## src/rtl/branch_pkg.sv

```systemverilog
// branch_pkg: shared BTB entry type, counter encoding and PC index/tag helpers
package branch_pkg;
   typedef logic [1:0] ctr_t;
   localparam ctr_t CTR_SNT = 2'b00;
   localparam ctr_t CTR_WNT = 2'b01;
   localparam ctr_t CTR_WT  = 2'b10;
   localparam ctr_t CTR_ST  = 2'b11;
   typedef struct packed {
      logic        valid;
      logic [31:0] tag;
      logic [31:0] target;
      ctr_t        ctr;
   } btb_entry_t;
   localparam btb_entry_t BTB_RESET = '{valid: 1'b0, tag: 32'd0, target: 32'd0, ctr: CTR_WNT};
   function automatic logic [31:0] pc_idx(input logic [31:0] pc, input int idx_w);
      return (pc >> 2) & ((32'd1 << idx_w) - 32'd1);
   endfunction
   function automatic logic [31:0] pc_tag(input logic [31:0] pc, input int idx_w);
      return pc >> (idx_w + 2);
   endfunction
endpackage

```

## src/rtl/branch_target_buffer.sv

```systemverilog
// branch_target_buffer: direct-mapped BTB storage, IF read port plus EX read-modify-write port
module branch_target_buffer
   import branch_pkg::*;
#(
   parameter int DEPTH = 16,
   parameter int IDX_W = $clog2(DEPTH)
) (
   input  logic             clk,
   input  logic             reset,
   input  logic [IDX_W-1:0] rd_idx,
   output btb_entry_t       rd_entry,
   input  logic [IDX_W-1:0] wr_idx,
   output btb_entry_t       wr_cur,
   input  logic             wr_en,
   input  btb_entry_t       wr_entry
);
   btb_entry_t mem [DEPTH];
   assign rd_entry = mem[rd_idx];
   assign wr_cur   = mem[wr_idx];
   // reads see the old contents; the write lands at the clock edge
   always_ff @(posedge clk)
      if (reset)
         for (int i = 0; i < DEPTH; i++) mem[i] <= BTB_RESET;
      else if (wr_en)
         mem[wr_idx] <= wr_entry;
endmodule

```

## src/rtl/branch_predict_unit.sv

```systemverilog
// branch_predict_unit: BTB-based fetch prediction, EX resolution with redirect, statistics
module branch_predict_unit
   import branch_pkg::*;
#(
   parameter int PC_W      = 9,
   parameter int BTB_DEPTH = 16,
   parameter int STAT_W    = 16
) (
   input  logic              clk,
   input  logic              reset,
   input  logic [PC_W-1:0]   if_pc,
   output logic              if_pred_taken,
   output logic [31:0]       if_pred_target,
   input  logic              ex_valid,
   input  logic              ex_stall,
   input  logic [PC_W-1:0]   ex_pc,
   input  logic [31:0]       ex_imm,
   input  logic              ex_branch,
   input  logic              ex_jump,
   input  logic              ex_jalr,
   input  logic [31:0]       ex_alu_result,
   input  logic              ex_pred_taken,
   input  logic [31:0]       ex_pred_target,
   output logic [31:0]       pc_four,
   output logic [31:0]       redirect_pc,
   output logic              pc_sel,
   output logic              flush,
   output logic [STAT_W-1:0] stat_branches,
   output logic [STAT_W-1:0] stat_mispredict
);
   localparam int IDX_W = $clog2(BTB_DEPTH);
   logic [31:0] if_pc32, ex_pc32, ex_tag, target;
   logic [IDX_W-1:0] if_idx, ex_idx;
   btb_entry_t if_ent, ex_ent, wr_ent;
   logic wr_en, if_hit, ex_hit, act, ctl, res, taken, mispredict;
   assign if_pc32 = 32'(if_pc);
   assign ex_pc32 = 32'(ex_pc);
   assign if_idx  = IDX_W'(pc_idx(if_pc32, IDX_W));
   assign ex_idx  = IDX_W'(pc_idx(ex_pc32, IDX_W));
   assign ex_tag  = pc_tag(ex_pc32, IDX_W);
   branch_target_buffer #(.DEPTH(BTB_DEPTH), .IDX_W(IDX_W)) u_btb (
      .clk(clk), .reset(reset), .rd_idx(if_idx), .rd_entry(if_ent),
      .wr_idx(ex_idx), .wr_cur(ex_ent), .wr_en(wr_en), .wr_entry(wr_ent)
   );
   assign if_hit         = if_ent.valid && if_ent.tag == pc_tag(if_pc32, IDX_W);
   assign if_pred_taken  = if_hit && if_ent.ctr[1];
   assign if_pred_target = if_pred_taken ? if_ent.target : 32'd0;
   assign ex_hit      = ex_ent.valid && ex_ent.tag == ex_tag;
   assign act         = ex_valid && !ex_stall;
   assign ctl         = ex_branch || ex_jump || ex_jalr;
   assign res         = act && ctl;
   assign taken       = ex_jalr || ex_jump || ex_alu_result[0];
   assign target      = ex_jalr ? (ex_alu_result & ~32'h1) : ex_pc32 + ex_imm;
   assign pc_four     = ex_pc32 + 32'd4;
   assign mispredict  = res ? (taken != ex_pred_taken || (taken && target != ex_pred_target))
                            : act && ex_pred_taken;
   assign redirect_pc = res ? (taken ? target : pc_four) : (mispredict ? pc_four : 32'd0);
   assign pc_sel      = mispredict;
   assign flush       = mispredict;
   // train the entry at ex_pc: strengthen/allocate on taken, weaken on not-taken, drop aliased hits
   always_comb begin
      wr_ent = ex_ent;
      wr_en  = 1'b0;
      if (res && taken) begin
         wr_en         = 1'b1;
         wr_ent.valid  = 1'b1;
         wr_ent.tag    = ex_tag;
         wr_ent.target = target;
         wr_ent.ctr    = !ex_hit ? ((ex_jump || ex_jalr) ? CTR_ST : CTR_WT)
                                 : (ex_ent.ctr == CTR_ST ? CTR_ST : ex_ent.ctr + 2'd1);
      end else if (res && ex_hit) begin
         wr_en      = 1'b1;
         wr_ent.ctr = ex_ent.ctr == CTR_SNT ? CTR_SNT : ex_ent.ctr - 2'd1;
      end else if (act && !ctl && ex_pred_taken && ex_hit) begin
         wr_en        = 1'b1;
         wr_ent.valid = 1'b0;
      end
   end
   // saturating resolve and mispredict counters
   always_ff @(posedge clk)
      if (reset) begin
         stat_branches   <= '0;
         stat_mispredict <= '0;
      end else begin
         if (res && stat_branches != '1) stat_branches <= stat_branches + STAT_W'(1);
         if (mispredict && stat_mispredict != '1) stat_mispredict <= stat_mispredict + STAT_W'(1);
      end
endmodule

```

## config.mk

```make
export PLATFORM = sky130hd
export DESIGN_NAME = branch_predict_unit
export DESIGN_NICKNAME = d
export VERILOG_FILES = /design/src/rtl/branch_pkg.sv /design/src/rtl/branch_target_buffer.sv /design/src/rtl/branch_predict_unit.sv
export SDC_FILE = /design/constraint.sdc
export NUM_CORES = 2
export LEC_CHECK = 0
export BUFFER_PORTS_ARGS = -buffer_cell sky130_fd_sc_hd__buf_2
export CORE_ASPECT_RATIO = 1.75
export CORE_MARGIN = 2
export CORE_UTILIZATION = 45
export DETAILED_ROUTE_END_ITERATION = 16
export REMOVE_ABC_BUFFERS = 1
export SYNTH_ARGS = -nofsm -noshare
export SYNTH_HDL_FRONTEND = slang
export SYNTH_HIERARCHICAL = 1
export SYNTH_SLANG_ARGS = --single-unit
```

## constraint.sdc

```tcl
create_clock -name clk -period 5.5 [get_ports clk]
set_input_delay 0.55 -clock clk [delete_from_list [all_inputs] [get_ports clk]]
set_output_delay 0.55 -clock clk [all_outputs]
set_load 0.01 [all_outputs]
```

==> key figures <==
Timing
  – Max-slew violations: 2
  – # setup viols final: 0
  – RSZ-0062 raised after global routing: no
  – Clock skew: 40.1 ps
  – Fmax: 185 MHz
  – Worst setup margin: 92.1 ps
  – Fin crit share: 98.3%
  – Rel. slew slack: -1.72%
  – Final hold violations: 0
  – Setup TNS: 0 ps
  – Tightest Pin Transition: 1510 ps
  – WHS: 402 ps
  – Final worst path period need: 5410 ps

Run status
  – Status: finished, violations left
  – Failing checks: max-capacitance violations, max-slew violations

CTS
  – Root buffer cell: clkbuf_16
  – Worst skew pair latency: 740 ps
  – Clk sink count: 1104
  – H-tree Lvls: 3
  – CTS tree: done
  – CTS Hold Bufs: 0
  – Total CTS buffers: 101
  – Clock buffer depth: 3
  – Setup Buffers After CTS: 0
  – Post-CTS resize count: 0
  – Clock-pin slew of the registers on the worst-case setup and hold paths: 60 ps

Place
  – Detailed placement HPWL: 143 mm
  – Pre-CTS WS: 334 ps
  – Port Buf Inserts: 228
  – Final Wtd Congestion: 1.04

Global routing
  – Initial antenna violation count: 21
  – First-pass GRT wire length: 317 mm
  – Total track usage: 32.9%
  – Pin count of the biggest net entering global routing: 74
  – GRT overflow: 0
  – Vias in the first global route: 42957

Floorplanning
  – Die Width: 283 µm
  – DIE AREA: 139000 µm²
  – Initial Utilization: 45.2%
  – Row count: 179
  – Die height: 492 µm
  – Total core area: 135000 µm²
  – Boundary Pins: 253

Synthesis
  – Avg Cell Area, Syn: 14.0 µm²
  – Synth Warn #: 6
  – Syn Std Cell Area: 61200 µm²
  – Mapped Cells: 4369

Cells and area
  – Post-Route Utilization: 51.6%
  – Nets: 4698
  – Layout cells sized above 1: 27.2%
  – Multi-input gate area: 26700 µm²
  – Register Area: 32800 µm²
  – Filler cell count: 11402
  – Area grow syn2layout: 14.1%

Worst setup path
  – R2R cell count: 15
  – RR Startpoint: u_btb/mem[11][46]$_SDFFCE_PN0P_
  – Worst Setup EP: pc_sel
  – CP max FO: 43
  – Worst setup startpoint: ex_pc[3]
  – Critical Path Sink Type: primary output
  – Setup CP Type: in2out
  – Critical path required time: 4950 ps
  – CP arrival: 4860 ps
  – FF-to-FF End: u_btb/mem[0][26]$_SDFFCE_PN0P_
  – Worst setup SP type: input pin
  – FF-to-FF setup slack: 870 ps

Power and ir drop
  – Leakage dissipation: 25.6 nW
  – Final total power: 19.6 mW
  – PwrDens: 280 nW/µm²
  – Max VDD drop: 322 µV

Routing
  – DRT iter0 DRCs: 3922
  – Drt drc: 0
  – Post-detailed-route count of antenna-violating nets: 0
  – Final WL: 228 mm
  – WL per Instance: 35.3 µm
  – DR pass1 iterations: 5
  – Vias: 41322
  – Via density: 6.39

Worst hold path
  – Worst min path class: in2reg

Job
  – Max Cap Viol: 1
per-stage QoR:
step / cell area [µm²] / instances
floorplan: 59400 / 3952
global placement: 66500 / 6270
detailed placement: 66500 / 6270
CTS: 69800 / 6455
global route: 69900 / 6458
finish: 69900 / 6463
cell type report:
class,count,share of cell area [%]
Multi-Input combinational cell,2830,38.2
Sequential cell,1104,47.0
Clock inverter,67,1.02
Inverter,18,0.0967
Antenna cell,8,0.0287
Clock buffer,118,3.71
Timing Repair Buffer,508,6.71
Tap cell,1810,3.24
layer usage:
| metal | part of all wire, % | up-vias | wire length [µm] | global-route usage [%] |
|---|---|---|---|---|
| met5 | 0.042 | - | 95 | 0 |
| met4 | 8.3 | 14 | 18900 | 23.4 |
| met3 | 8.4 | 773 | 19200 | 7.23 |
| met2 | 51 | 2176 | 116000 | 57.0 |
| met1 | 32 | 21344 | 73600 | 35.1 |
| li1 | - | 17015 | - | - |
report_power, final:
part | internal (mW) | switching (mW)
clock | 3.92 | 3.32
combinational | 1.02 | 1.68
sequential | 9.49 | 0.137
how the worst min path moves through the flow:
stage | start | endpoint | slack (ps) | depth (start not counted)
final | ex_branch | stat_branches[12]$_SDFFE_PP0P_ | 400 | 4
after global routing | ex_branch | stat_branches[12]$_SDFFE_PP0P_ | 440 | 4
after CTS | ex_branch | stat_branches[12]$_SDFFE_PP0P_ | 350 | 4
after detailed placement | stat_branches[9]$_SDFFE_PP0P_ | stat_branches[9]$_SDFFE_PP0P_ | 500 | 2
after global placement | stat_branches[11]$_SDFFE_PP0P_ | stat_branches[11]$_SDFFE_PP0P_ | 480 | 2
after floorplan | stat_mispredict[9]$_SDFFE_PP0P_ | stat_mispredict[9]$_SDFFE_PP0P_ | 500 | 2
registers in the layout, indices dropped and copies added, names as in the netlist:
name / count
u_btb/mem: 1072
stat_branches: 16
stat_mispredict: 16
cell usage in the layout (no fill, tap or decap), types with 8 or more instances in the layout:
master     count
a21o_1        26
nor4_1        26
or4_1          9
o21ai_0       22
nor3b_1        9
buf_4        168
nand4_1       25
buf_2        224
a21oi_1       50
dfxtp_1       32
clkinv_2      22
clkinv_1      21
diode_2        8
and3_1        12
or3_1         26
o31ai_1       11
conb_1        22
or2_4         16
ha_1          12
xor2_1        46
nand3_1       35
xnor2_1       55
nand2b_1      16
mux4_2       532
buf_12       112
edfxtp_1    1072
nand2_1      235
nor2_4        14
clkbuf_1      17
nor2_1        77
clkbuf_16    101
nor3_1        26
nor2b_1        9
and2_1      1121
a22oi_1      266
inv_1         18
bufinv_16     11
worst max-delay path, stage by stage:
cell and delay (ps):
buf_8 180, buf_12 340, ha_1 370, o211ai_1 590, nor3_4 100, o21ai_4 420, buf_4 240, nor2_1 90
mux2i_1 320, o2111ai_1 170, nor4_1 570, buf_4 280, a31o_1 210, nor2_2 170, buf_2 190
Power figures use the tool's default switching activity.
